==> config.mk <==
export PLATFORM = sky130hd
export DESIGN_NAME = mux8_rr_tx_flat
export DESIGN_NICKNAME = d
export VERILOG_FILES = /design/src/rtl/mux8_rr_tx_if.sv /design/src/rtl/mux8_rr_tx.sv /design/src/flat_wrapper.sv
export SDC_FILE = /design/constraint.sdc
export NUM_CORES = 1
export LEC_CHECK = 0
export CORE_MARGIN = 2
export CORE_UTILIZATION = 45
export DETAILED_ROUTE_END_ITERATION = 16
export PLACE_DENSITY = 0.81
export SETUP_SLACK_MARGIN = 0.05
export SYNTH_ARGS = -nofsm -noshare
export SYNTH_HDL_FRONTEND = slang
export SYNTH_SLANG_ARGS = --single-unit
==> constraint.sdc <==
create_clock -name clk -period 5.6 [get_ports clk]
set_input_delay 0.56 -clock clk [delete_from_list [all_inputs] [get_ports clk]]
set_output_delay 0.56 -clock clk [all_outputs]
set_load 0.05 [all_outputs]
==> src/rtl/mux8_rr_tx_if.sv <==
`default_nettype none
// ============================================================================
// mux8_rr_tx_if : handshake bundle between eight sources, the round-robin mux
//                 and the downstream consumer
// Revision      : 1.0
// ============================================================================
interface mux8_rr_tx_if #(
  parameter int WIDTH = 8,
  parameter int CNTW  = 16
);
  logic                 en;
  logic [8*WIDTH-1:0]   in_data;
  logic [7:0]           in_valid;
  logic [7:0]           in_ready;
  logic [WIDTH-1:0]     out_data;
  logic [2:0]           out_sel;
  logic                 out_valid;
  logic                 out_ready;
  logic [CNTW-1:0]      out_count;

  // Environment side: drives sources, enable and downstream ready.
  modport master (
    output en, in_data, in_valid, out_ready,
    input  in_ready, out_data, out_sel, out_valid, out_count
  );

  // Multiplexer side.
  modport slave (
    input  en, in_data, in_valid, out_ready,
    output in_ready, out_data, out_sel, out_valid, out_count
  );
endinterface
`default_nettype wire

==> src/rtl/mux8_rr_tx.sv <==
`default_nettype none
// ============================================================================
// mux8_rr_tx : 8-to-1 round-robin mux with registered output word, 3-bit
//              source tag and delivered-word counter
// Revision   : 1.0
// ============================================================================
module mux8_rr_tx #(
  parameter int WIDTH = 8,
  parameter int CNTW  = 16
) (
  input logic         clk,
  input logic         rst,
  mux8_rr_tx_if.slave bus
);

  logic [WIDTH-1:0] chan [8];
  logic [2:0]       grant_idx;
  logic             has_req;
  logic             load_ok;
  logic             xfer;
  logic [7:0]       in_ready_w;

  logic [WIDTH-1:0] out_data_d,  out_data_q;
  logic [2:0]       out_sel_d,   out_sel_q;
  logic             out_valid_d, out_valid_q;
  logic [2:0]       ptr_d,       ptr_q;
  logic [CNTW-1:0]  count_d,     count_q;

  for (genvar i = 0; i < 8; i++) begin : g_chan
    assign chan[i] = bus.in_data[i*WIDTH +: WIDTH];
  end

  // Search starts at ptr and wraps, so the channel after the last winner has top priority.
  always_comb begin : p_grant
    logic [2:0] cand;
    logic       found;
    grant_idx = 3'd0;
    found     = 1'b0;
    cand      = 3'd0;
    for (int k = 0; k < 8; k++) begin
      cand = ptr_q + 3'(k);
      if (!found && bus.in_valid[cand]) begin
        grant_idx = cand;
        found     = 1'b1;
      end
    end
  end

  assign has_req    = |bus.in_valid;
  assign load_ok    = bus.en & (~out_valid_q | bus.out_ready);
  assign xfer       = load_ok & has_req & ~rst;
  assign in_ready_w = xfer ? (8'd1 << grant_idx) : 8'd0;

  always_comb begin
    out_data_d  = out_data_q;
    out_sel_d   = out_sel_q;
    out_valid_d = out_valid_q;
    ptr_d       = ptr_q;
    count_d     = count_q;

    if (out_valid_q && bus.out_ready) begin
      count_d = count_q + CNTW'(1);
    end

    // A load in the same cycle as a drain replaces the word with no bubble.
    if (xfer) begin
      out_data_d  = chan[grant_idx];
      out_sel_d   = grant_idx;
      out_valid_d = 1'b1;
      ptr_d       = grant_idx + 3'd1;
    end else if (bus.out_ready) begin
      out_valid_d = 1'b0;
    end
  end

  always_ff @(posedge clk) begin
    if (rst) begin
      out_data_q  <= '0;
      out_sel_q   <= 3'd0;
      out_valid_q <= 1'b0;
      ptr_q       <= 3'd0;
      count_q     <= '0;
    end else begin
      out_data_q  <= out_data_d;
      out_sel_q   <= out_sel_d;
      out_valid_q <= out_valid_d;
      ptr_q       <= ptr_d;
      count_q     <= count_d;
    end
  end

  assign bus.in_ready  = in_ready_w;
  assign bus.out_data  = out_data_q;
  assign bus.out_sel   = out_sel_q;
  assign bus.out_valid = out_valid_q;
  assign bus.out_count = count_q;

endmodule
`default_nettype wire

==> src/flat_wrapper.sv <==
// flat-port wrapper written by rule: the top's interface ports become plain ports
module mux8_rr_tx_flat 
#(
  parameter int WIDTH = 8,
  parameter int CNTW  = 16
)
  (clk, rst, bus_en, bus_in_data, bus_in_valid, bus_out_ready, bus_in_ready, bus_out_data, bus_out_sel, bus_out_valid, bus_out_count);
  mux8_rr_tx_if #(.WIDTH(WIDTH), .CNTW(CNTW)) bus_i ();
  input logic clk;
  input logic rst;
  input wire logic [$bits(bus_i.en)-1:0] bus_en;
  input wire logic [$bits(bus_i.in_data)-1:0] bus_in_data;
  input wire logic [$bits(bus_i.in_valid)-1:0] bus_in_valid;
  input wire logic [$bits(bus_i.out_ready)-1:0] bus_out_ready;
  output wire logic [$bits(bus_i.in_ready)-1:0] bus_in_ready;
  output wire logic [$bits(bus_i.out_data)-1:0] bus_out_data;
  output wire logic [$bits(bus_i.out_sel)-1:0] bus_out_sel;
  output wire logic [$bits(bus_i.out_valid)-1:0] bus_out_valid;
  output wire logic [$bits(bus_i.out_count)-1:0] bus_out_count;
  assign bus_i.en = bus_en;
  assign bus_i.in_data = bus_in_data;
  assign bus_i.in_valid = bus_in_valid;
  assign bus_i.out_ready = bus_out_ready;
  assign bus_in_ready = bus_i.in_ready;
  assign bus_out_data = bus_i.out_data;
  assign bus_out_sel = bus_i.out_sel;
  assign bus_out_valid = bus_i.out_valid;
  assign bus_out_count = bus_i.out_count;
  mux8_rr_tx #(.WIDTH(WIDTH), .CNTW(CNTW)) u_core (.clk(clk), .rst(rst), .bus(bus_i));
endmodule
==> impl_results.rst, run 1 <==
.. list-table::
   :header-rows: 1

   * - Metric
     - Value
   * - Starting density of the core
     - 46.70%
   * - Commonest non-fill, non-tap cell in the layout
     - clkdlybuf4s50_1
   * - Core area
     - 6350 sq um
   * - Number of hold buffers added after CTS
     - 0
   * - Worst setup endpoint
     - bus_in_ready[7]
   * - Maximum level of the CTS H-tree
     - 2
   * - CP top delay family
     - simple AND/OR/NAND/NOR gates
   * - ANT cells
     - 0
   * - Worst skew pair latency
     - a little under 0.3 ns
   * - Standard-cell rows
     - 29
   * - Static leakage power
     - 1.539 nW
   * - Most used DFF post-synth
     - dfxtp_1
   * - Number of CTS-inserted buffers
     - 5
   * - Arrival time reported for the critical path endpoint
     - 4.59 ns
   * - Share of synthesized area spent on multiplexers
     - 17.85%
   * - Number of setup violations in the final report
     - 0
   * - Unique cell type count in the Yosys netlist
     - 63
   * - Clock Skews
     - roughly 0.009 ns
   * - Total I/O pin count
     - approximately 110
   * - Clock tree from TritonCTS
     - built
   * - Maximum count of clock buffers along a single path
     - 2
   * - Crit path depth
     - 13
   * - Maximum number of pins on one net before global-route repair
     - 26
   * - Setup CP Type
     - reg -> out
   * - Pin slew with the least headroom to its limit
     - 0.9316 ns
   * - FF-to-FF setup slack
     - between 1 and 1.5 ns
   * - Max Clk Rate
     - 194.1 MHz
   * - Number of warnings printed during yosys synthesis
     - 0
   * - Via count of the first global-routing pass
     - 3207
   * - First-pass GRT wire length
     - 15210 um
   * - Placed wire-length estimate
     - ~7300 um
   * - Die Y
     - 85.18 um
   * - Slowest CP cell
     - mux4_2
   * - Number of detailed-routing iterations run before antenna repair
     - 5
   * - Final Max Slew Viols
     - 0
   * - Initial antenna violation count
     - 0
   * - Final Critical Period
     - 5.151 ns
   * - Fraction of the cycle the final worst path needs
     - 91.98%
   * - Mapped Nets
     - 442
   * - Share of synthesized area occupied by flip-flops and latches
     - between 20% and 30%
   * - Cell Pwr Density
     - 538.9 nW/um^2
   * - Endpoint of the most critical register-to-register path
     - u_core.ptr_q[2]
   * - Most frequent cells in the layout
     - clkdlybuf4s50_1 (103), nand2_1 (31), dfxtp_1 (31)
   * - Remaining number of nets flagged by the antenna check after routing
     - 0
   * - Dominant combinational cell family by area after synthesis
     - compound AO/OA/AOI/OAI gates
   * - TritonCTS sink count
     - 31
   * - Endpoint required time on the critical path
     - ~5 ns
   * - Root buffer cell
     - clkbuf_8
   * - Post-synthesis cell count
     - 362
   * - Routed Wire Length
     - around 9500 um
   * - Basic-gate share of the synthesized area counting and, or, nand and nor cells
     - 18.44%
   * - Placer congestion estimate
     - 0.9652
   * - Maximum capacitance violations
     - 0
   * - Sort of element at the start of the critical path
     - flip-flop
   * - Mean instance size in the synthesized netlist
     - 8.192 sq um
   * - Final routed DRC violation total
     - 0
   * - CP bufs+invs
     - 3
   * - Clock transition at the register clock pins on the worst setup and hold paths after CTS
     - roughly 0.070 ns
   * - Path type of the worst min-delay path
     - reg -> reg
   * - Outcome
     - finished, final reports clean
   * - Sum Neg Setup Slack
     - 0 ns
   * - IR drop worst, VDD
     - approximately 290 uV
   * - Number of enable flip-flop cells after synthesis
     - 0
   * - Critical path fanouts, max
     - 14
   * - Final number of hold-violating endpoints
     - 0
   * - I/O Buffers
     - between 100 and 150
   * - Nets@finish
     - 542
   * - Worst Setup SP
     - u_core.ptr_q[1]
   * - Share of cells above drive strength 1
     - about an eighth
   * - Delay of the slowest cell on the worst path
     - between 0.6 and 0.7 ns
   * - Share of the synthesized netlist area taken by xor and xnor gates
     - 4.430%
   * - Synthesis-to-finish area growth
     - 41.35%
   * - Endpoint class of the critical path
     - output port
   * - Routed wire per std cell
     - between 15 and 20 um
   * - Setup repair after global routing missed its margin
     - no
   * - Area of the die
     - about 7300 sq um
   * - Max-slew headroom
     - between 30 and 40%
   * - Vias per cell
     - 6.152
   * - Worst-case reg-to-reg path depth
     - 13
   * - Grt total ovfl
     - 0
   * - Worst flop-to-flop path startpoint
     - u_core.ptr_q[1]
   * - Adder and majority cell fraction of the synthesized area
     - 1.688%
   * - Ordered list of cells on the worst path
     - inv_1 > ha_1 > mux4_2 > mux2_2 > o32ai_2 > nand4_1 > buf_4 > nand2_1 > nand2_1 > nor2_1 > ha_1 > and2_1 > buf_12
   * - Number of DRC markers after the initial detailed-route iteration
     - 183
   * - Compound-Gate Fraction of Synth Area
     - 28.40%
   * - Overall power
     - 2.259 mW
   * - Count of vias placed by the detailed router
     - 3322
   * - Fillcell total
     - 528
   * - Overall die width
     - roughly 85 um
   * - All-Layer GR Usage
     - 25.87%
   * - Total of flip-flops plus latches after synthesis
     - 31
   * - Netlist Area Pre-Place
     - between 2000 and 3000 sq um
   * - Async set-or-reset flop fraction in the synthesized netlist
     - 0%
-- synthesized netlist by cell type, drive strengths merged, types with 2 or more instances --
cell type,count,share of area [%]
mux2i,15,5.1
xnor2,6,1.8
nor2b,3,0.63
ha,4,1.7
nor4,3,0.63
nor2,20,2.5
nand3,14,2.4
a21boi,15,3.8
nor3,8,1.7
clkbuf,8,1.1
and3,10,2.1
o32a,2,0.68
o21a,2,0.51
a31oi,2,0.42
or3,5,1.1
xor2,9,2.7
o22ai,9,1.9
o21ai,8,1.4
a221o,2,0.68
a21oi,17,3.0
o211ai,24,6.1
nand4,5,1.1
a31o,8,2.4
o2111ai,7,2.1
a211oi,4,1.0
mux4,8,6.3
inv,22,2.8
mux2,17,6.5
nand2,32,4.1
a21o,2,0.51
a22oi,2,0.51
o21bai,2,0.63
dfxtp,31,21
nand2b,4,0.84
and2,3,0.63
buf,16,4.1
-- stage by stage --
step | area [sq um] | utilization, % | hold WS [ns] | instances | worst slack (ns)
after floorplan | 2965 | - | 0.6445 | 362 | 0.9508
after global placement | 4069 | 64.08 | 0.4364 | 532 | 0.9337
after detailed placement | 4069 | 64.08 | 0.4455 | 532 | 0.8389
after CTS | 4187 | 65.93 | 0.4587 | 540 | 0.5186
after global routing | 4192 | 66.01 | 0.4947 | 540 | 0.1165
final | 4192 | 66.01 | 0.4565 | 540 | 0.4491
-- worst min path at each step --
stage                     slack [ns]  cells past startpoint                   from                    end
final                           0.46                      1  u_core.bus.out_sel[1]  u_core.bus.out_sel[1]
after global routing            0.49                      1  u_core.bus.out_sel[1]  u_core.bus.out_sel[1]
after CTS                       0.46                      1  u_core.bus.out_sel[1]  u_core.bus.out_sel[1]
after detailed placement        0.45                      1  u_core.bus.out_sel[1]  u_core.bus.out_sel[1]
after global placement          0.44                      1  u_core.bus.out_sel[1]  u_core.bus.out_sel[1]
after floorplan                 0.64                      3        u_core.ptr_q[0]        u_core.ptr_q[0]
-- timing repair --
action / CTS / global route
endpoints found under the setup margin: 0 / 1
buffers inserted: 0 / 0
resized for setup: 0 / 1
-- worst register-to-register path: stages (launching register included) --
cell,delay [ns]
dfxtp_1,0.60
inv_1,0.13
ha_1,0.50
mux4_2,0.64
mux2_2,0.32
o32ai_2,0.34
nand4_1,0.17
buf_4,0.22
nand2_1,0.35
nand2_1,0.39
nor2_1,0.18
ha_1,0.26
nand2_1,0.07
o31ai_1,0.05
-- where the power goes --
part | internal, mW | total, mW | switching (mW)
registers | 0.257 | 0.297 | 0.0406
logic | 0.687 | 1.73 | 1.04
clock network | 0.144 | 0.233 | 0.0893
total | 1.09 | 2.26 | 1.17
-- state kept, by name (all words and copies together), names as in the netlist --
register and count:
u_core.bus.out_count 16, u_core.bus.out_data 8, u_core.bus.out_sel 3, u_core.bus.out_valid 1, u_core.ptr_q 3
-- cell families (layout without fill, tap and decap cells) --
group / Yosys count / in the layout
compound gates: 115 / 115
simple gates: 110 / 110
buf+inv: 47 / 148
mux: 40 / 40
flops: 31 / 31
xor+xnor: 15 / 15
fa+ha+maj: 4 / 4
-- per-layer routing --
metal	vias to the layer above	wire length (um)	share of wire (%)	global-route usage, %
met5	-	0	0	0
met4	0	360	3.8	11.83
met3	32	690	7.2	4.183
met2	171	4610	48	43.18
met1	1549	3871	41	32.69
li1	1570	-	-	-
-- cell type report --
type	count	area [sq um]	share of cell area (%)
Inverter	23	91.34	2.179
Tap cell	77	96.34	2.299
Clock buffer	6	82.58	1.970
Timing Repair Buffer	117	1161	27.70
Multi-Input combinational cell	284	2105	50.21
Sequential cell	31	620.6	14.81
Clock inverter	2	35.03	0.8358
No activity file was read; power rests on OpenSTA's default activity.
==> run 2: changes to the inputs <==
--- a/config.mk
+++ b/config.mk
@@ -5,7 +5,6 @@
 export SDC_FILE = /design/constraint.sdc
 export NUM_CORES = 1
 export LEC_CHECK = 0
-export CORE_MARGIN = 2
 export CORE_UTILIZATION = 45
 export DETAILED_ROUTE_END_ITERATION = 16
 export PLACE_DENSITY = 0.81
==> impl_results.rst, run 2 (same netlist as run 1, synthesis figures left out) <==
.. list-table::
   :header-rows: 1

   * - Metric
     - Value
   * - Outcome
     - finished, final reports clean
   * - Root buffer cell
     - clkbuf_8
   * - Fraction of the cycle the final worst path needs
     - 86.45% (-5.5 points)
   * - Multi-input gate area
     - 2100 sq um (-0.24%)
   * - Routed wire per std cell
     - 17.28 um (-2.1%)
   * - Post-CTS Setup Inserts
     - 0 (unchanged)
   * - Delay of the slowest cell on the worst path
     - 0.64 ns (about the same)
   * - Number of hold buffers added after CTS
     - 0 (unchanged)
   * - Pin slew with the least headroom to its limit
     - 0.8933 ns (-0.03830 ns)
   * - Area of all sequential standard cells
     - 620.6 sq um (unchanged)
   * - First-pass GRT wire length
     - 15160 um (-0.36%)
   * - Final Critical Period
     - 4.841 ns (-0.3096 ns)
   * - Setup repair after global routing missed its margin
     - no
   * - Setup CP Type
     - reg -> out
   * - Sort of element at the start of the critical path
     - flip-flop
   * - Starting density of the core
     - 46.70% (unchanged)
   * - Number of resized instances in the post-cts repair step
     - 0 (unchanged)
   * - Vias per cell
     - 6.242 (+1.5%)
   * - Maximum number of pins on one net before global-route repair
     - 28 (+7.7%)
   * - Cell Pwr Density
     - 536.5 nW/um^2 (-0.45%)
   * - Most numerous cell on the critical path
     - ha_1
   * - Fillcell total
     - 515 (-2.5%)
   * - Max reg flops
     - 16 (unchanged)
   * - ANT cells
     - 0 (unchanged)
   * - Core area
     - 6350 sq um (unchanged)
   * - Endpoint required time on the critical path
     - 5.04 ns (about the same)
   * - Grt total ovfl
     - 0 (unchanged)
   * - Worst flop-to-flop path startpoint
     - u_core.ptr_q[0]
   * - Path type of the worst min-delay path
     - reg -> reg
   * - Arrival time reported for the critical path endpoint
     - 4.28 ns (-0.31 ns)
   * - Final cell count without fillers
     - 541 (+0.19%)
   * - Area of the die
     - 6918 sq um (-4.6%)
   * - Placer congestion estimate
     - 0.9384 (-2.8%)
   * - Nets@finish
     - 543 (+0.18%)
   * - Critical path fanouts, max
     - 16 (+2)
   * - Count of vias placed by the detailed router
     - 3377 (+1.7%)
   * - Worst Setup SP
     - u_core.ptr_q[0]
   * - Ordered list of cells on the worst path
     - inv_2 > ha_1 > mux4_2 > mux2_2 > o32a_1 > nor3_2 > or3_1 > nand2_1 > nor2_1 > ha_1 > and2_1 > buf_12
   * - Commonest non-fill, non-tap cell in the layout
     - clkdlybuf4s50_1
   * - Placed wire-length estimate
     - 7041 um (-3.4%)
   * - Most frequent cells in the layout
     - clkdlybuf4s50_1 (103), nand2_1 (31), dfxtp_1 (31)
   * - I/O Buffers
     - 111 (unchanged)
   * - Number of DRC markers after the initial detailed-route iteration
     - 201 (+9.8%)
   * - FF-to-FF setup slack
     - 1.54 ns (+0.31 ns)
   * - Maximum count of clock buffers along a single path
     - 2 (unchanged)
   * - Clock transition at the register clock pins on the worst setup and hold paths after CTS
     - 0.07 ns (about the same)
   * - Pre-CTS setup slack
     - 1.068 ns (+0.2291 ns)
   * - Number of CTS-inserted buffers
     - 5 (unchanged)
   * - Clock Skews
     - 0.003493 ns (-0.005391 ns)
   * - All-Layer GR Usage
     - 26.72% (+0.85 points)
   * - Placed cell areas
     - 4064 sq um (-0.12%)
   * - Worst skew pair latency
     - 0.28 ns (about the same)
   * - Remaining number of nets flagged by the antenna check after routing
     - 0 (unchanged)
   * - IR drop worst, VDD
     - 336.2 uV (+15%)
   * - Via count of the first global-routing pass
     - 3145 (-1.9%)
   * - Die Y
     - 83.18 um (-2.3%)
   * - Total I/O pin count
     - 112 (unchanged)
   * - Max Clk Rate
     - 206.6 MHz (+6.4%)
   * - Initial antenna violation count
     - 0 (unchanged)
   * - Clock tree from TritonCTS
     - built
   * - Post-Layout Inst Area
     - 4182 sq um (-0.24%)
   * - TritonCTS sink count
     - 31 (unchanged)
   * - Cell total after placement
     - 533 (+0.19%)
   * - Synthesis-to-finish area growth
     - 41.01%
   * - Final number of hold-violating endpoints
     - 0 (unchanged)
   * - Overall die width
     - 83.18 um (-2.3%)
   * - Minimum setup slack in the final design
     - 0.7588 ns (+0.3096 ns)
   * - Final Max Slew Viols
     - 0 (unchanged)
   * - Endpoint of the most critical register-to-register path
     - u_core.ptr_q[2]
   * - Final routed DRC violation total
     - 0 (unchanged)
   * - Standard-cell rows
     - 29 (unchanged)
   * - Maximum level of the CTS H-tree
     - 2 (unchanged)
   * - Share of cells above drive strength 1
     - 12.50% (-0.027 points)
   * - Sum Neg Setup Slack
     - 0 ns (unchanged)
   * - Worst-case reg-to-reg path depth
     - 12 (-1)
   * - Worst setup endpoint
     - bus_in_ready[7]
   * - Endpoint class of the critical path
     - output port
   * - Static leakage power
     - 1.542 nW (+0.18%)
   * - Maximum capacitance violations
     - 0 (unchanged)
   * - Max-slew headroom
     - 40.23% (+2.3 points)
   * - Routed Wire Length
     - 9346 um (-2.0%)
   * - Number of detailed-routing iterations run before antenna repair
     - 5 (unchanged)
   * - Number of setup violations in the final report
     - 0 (unchanged)
   * - Slowest CP cell
     - mux4_2
   * - Worst hold start
     - u_core.bus.out_sel[1]
   * - Core utilization of the finished layout
     - 65.85% (-0.16 points)
## run 2: cell types whose count changed in the layout (fill, tap and decap cells not counted)
| cell | before | now |
|---|---|---|
| buf_4 | 12 | 14 |
| buf_12 | 2 | 1 |
| or3_1 | 4 | 5 |
| or3_4 | 1 | 0 |
## run 2: routing by layer
metal	global-route usage, %	vias up	part of all wire, %
met5	0	-	0
met4	11.76	0	2.7
met3	3.181	20	6.1
met2	44.78	165	49
met1	34.52	1624	42
li1	-	1568	-
## run 2: final cells by class
| cell class | count | area share (%) |
|---|---|---|
| clock buffers | 6 | 1.975 |
| clock inverters | 2 | 0.8378 |
| inverters | 23 | 2.184 |
| multi-input cells | 284 | 50.21 |
| flip-flops and latches | 31 | 14.84 |
| well taps | 77 | 2.304 |
| repair buffers | 118 | 27.65 |
## run 2: worst min path at each step
stage,to,slack [ns],cells past startpoint
6_report,u_core.bus.out_sel[1],0.47,1
5_1_grt,u_core.bus.out_sel[1],0.49,1
4_1_cts,u_core.bus.out_sel[1],0.47,1
3_5_place_dp,u_core.bus.out_sel[1],0.44,1
3_3_place_gp,u_core.bus.out_sel[0],0.46,2
2_1_floorplan,u_core.ptr_q[0],0.64,3
## run 2: critical path: cells and delay by family (launching register included)
kind | cells | cell delay, ns
compound gates | 1 | 0.42
fa+ha+maj | 2 | 0.64
buf+inv | 2 | 0.24
flops | 1 | 0.34
mux | 2 | 0.97
simple gates | 5 | 1.39
## run 2: power breakdown
part,switching (mW),internal (mW)
Sequential,0.0317,0.256
Combinational,1.04,0.679
Clock,0.0884,0.144
Total,1.16,1.08
## run 2: stage by stage
step | hold WS, ns | total power, mW
6_report | 0.4689 | 2.243
4_1_cts | 0.4719 | 2.219
5_1_grt | 0.4870 | 2.391
3_5_place_dp | 0.4447 | 1.980
3_3_place_gp | 0.4591 | 1.960
2_1_floorplan | 0.6445 | 1.650
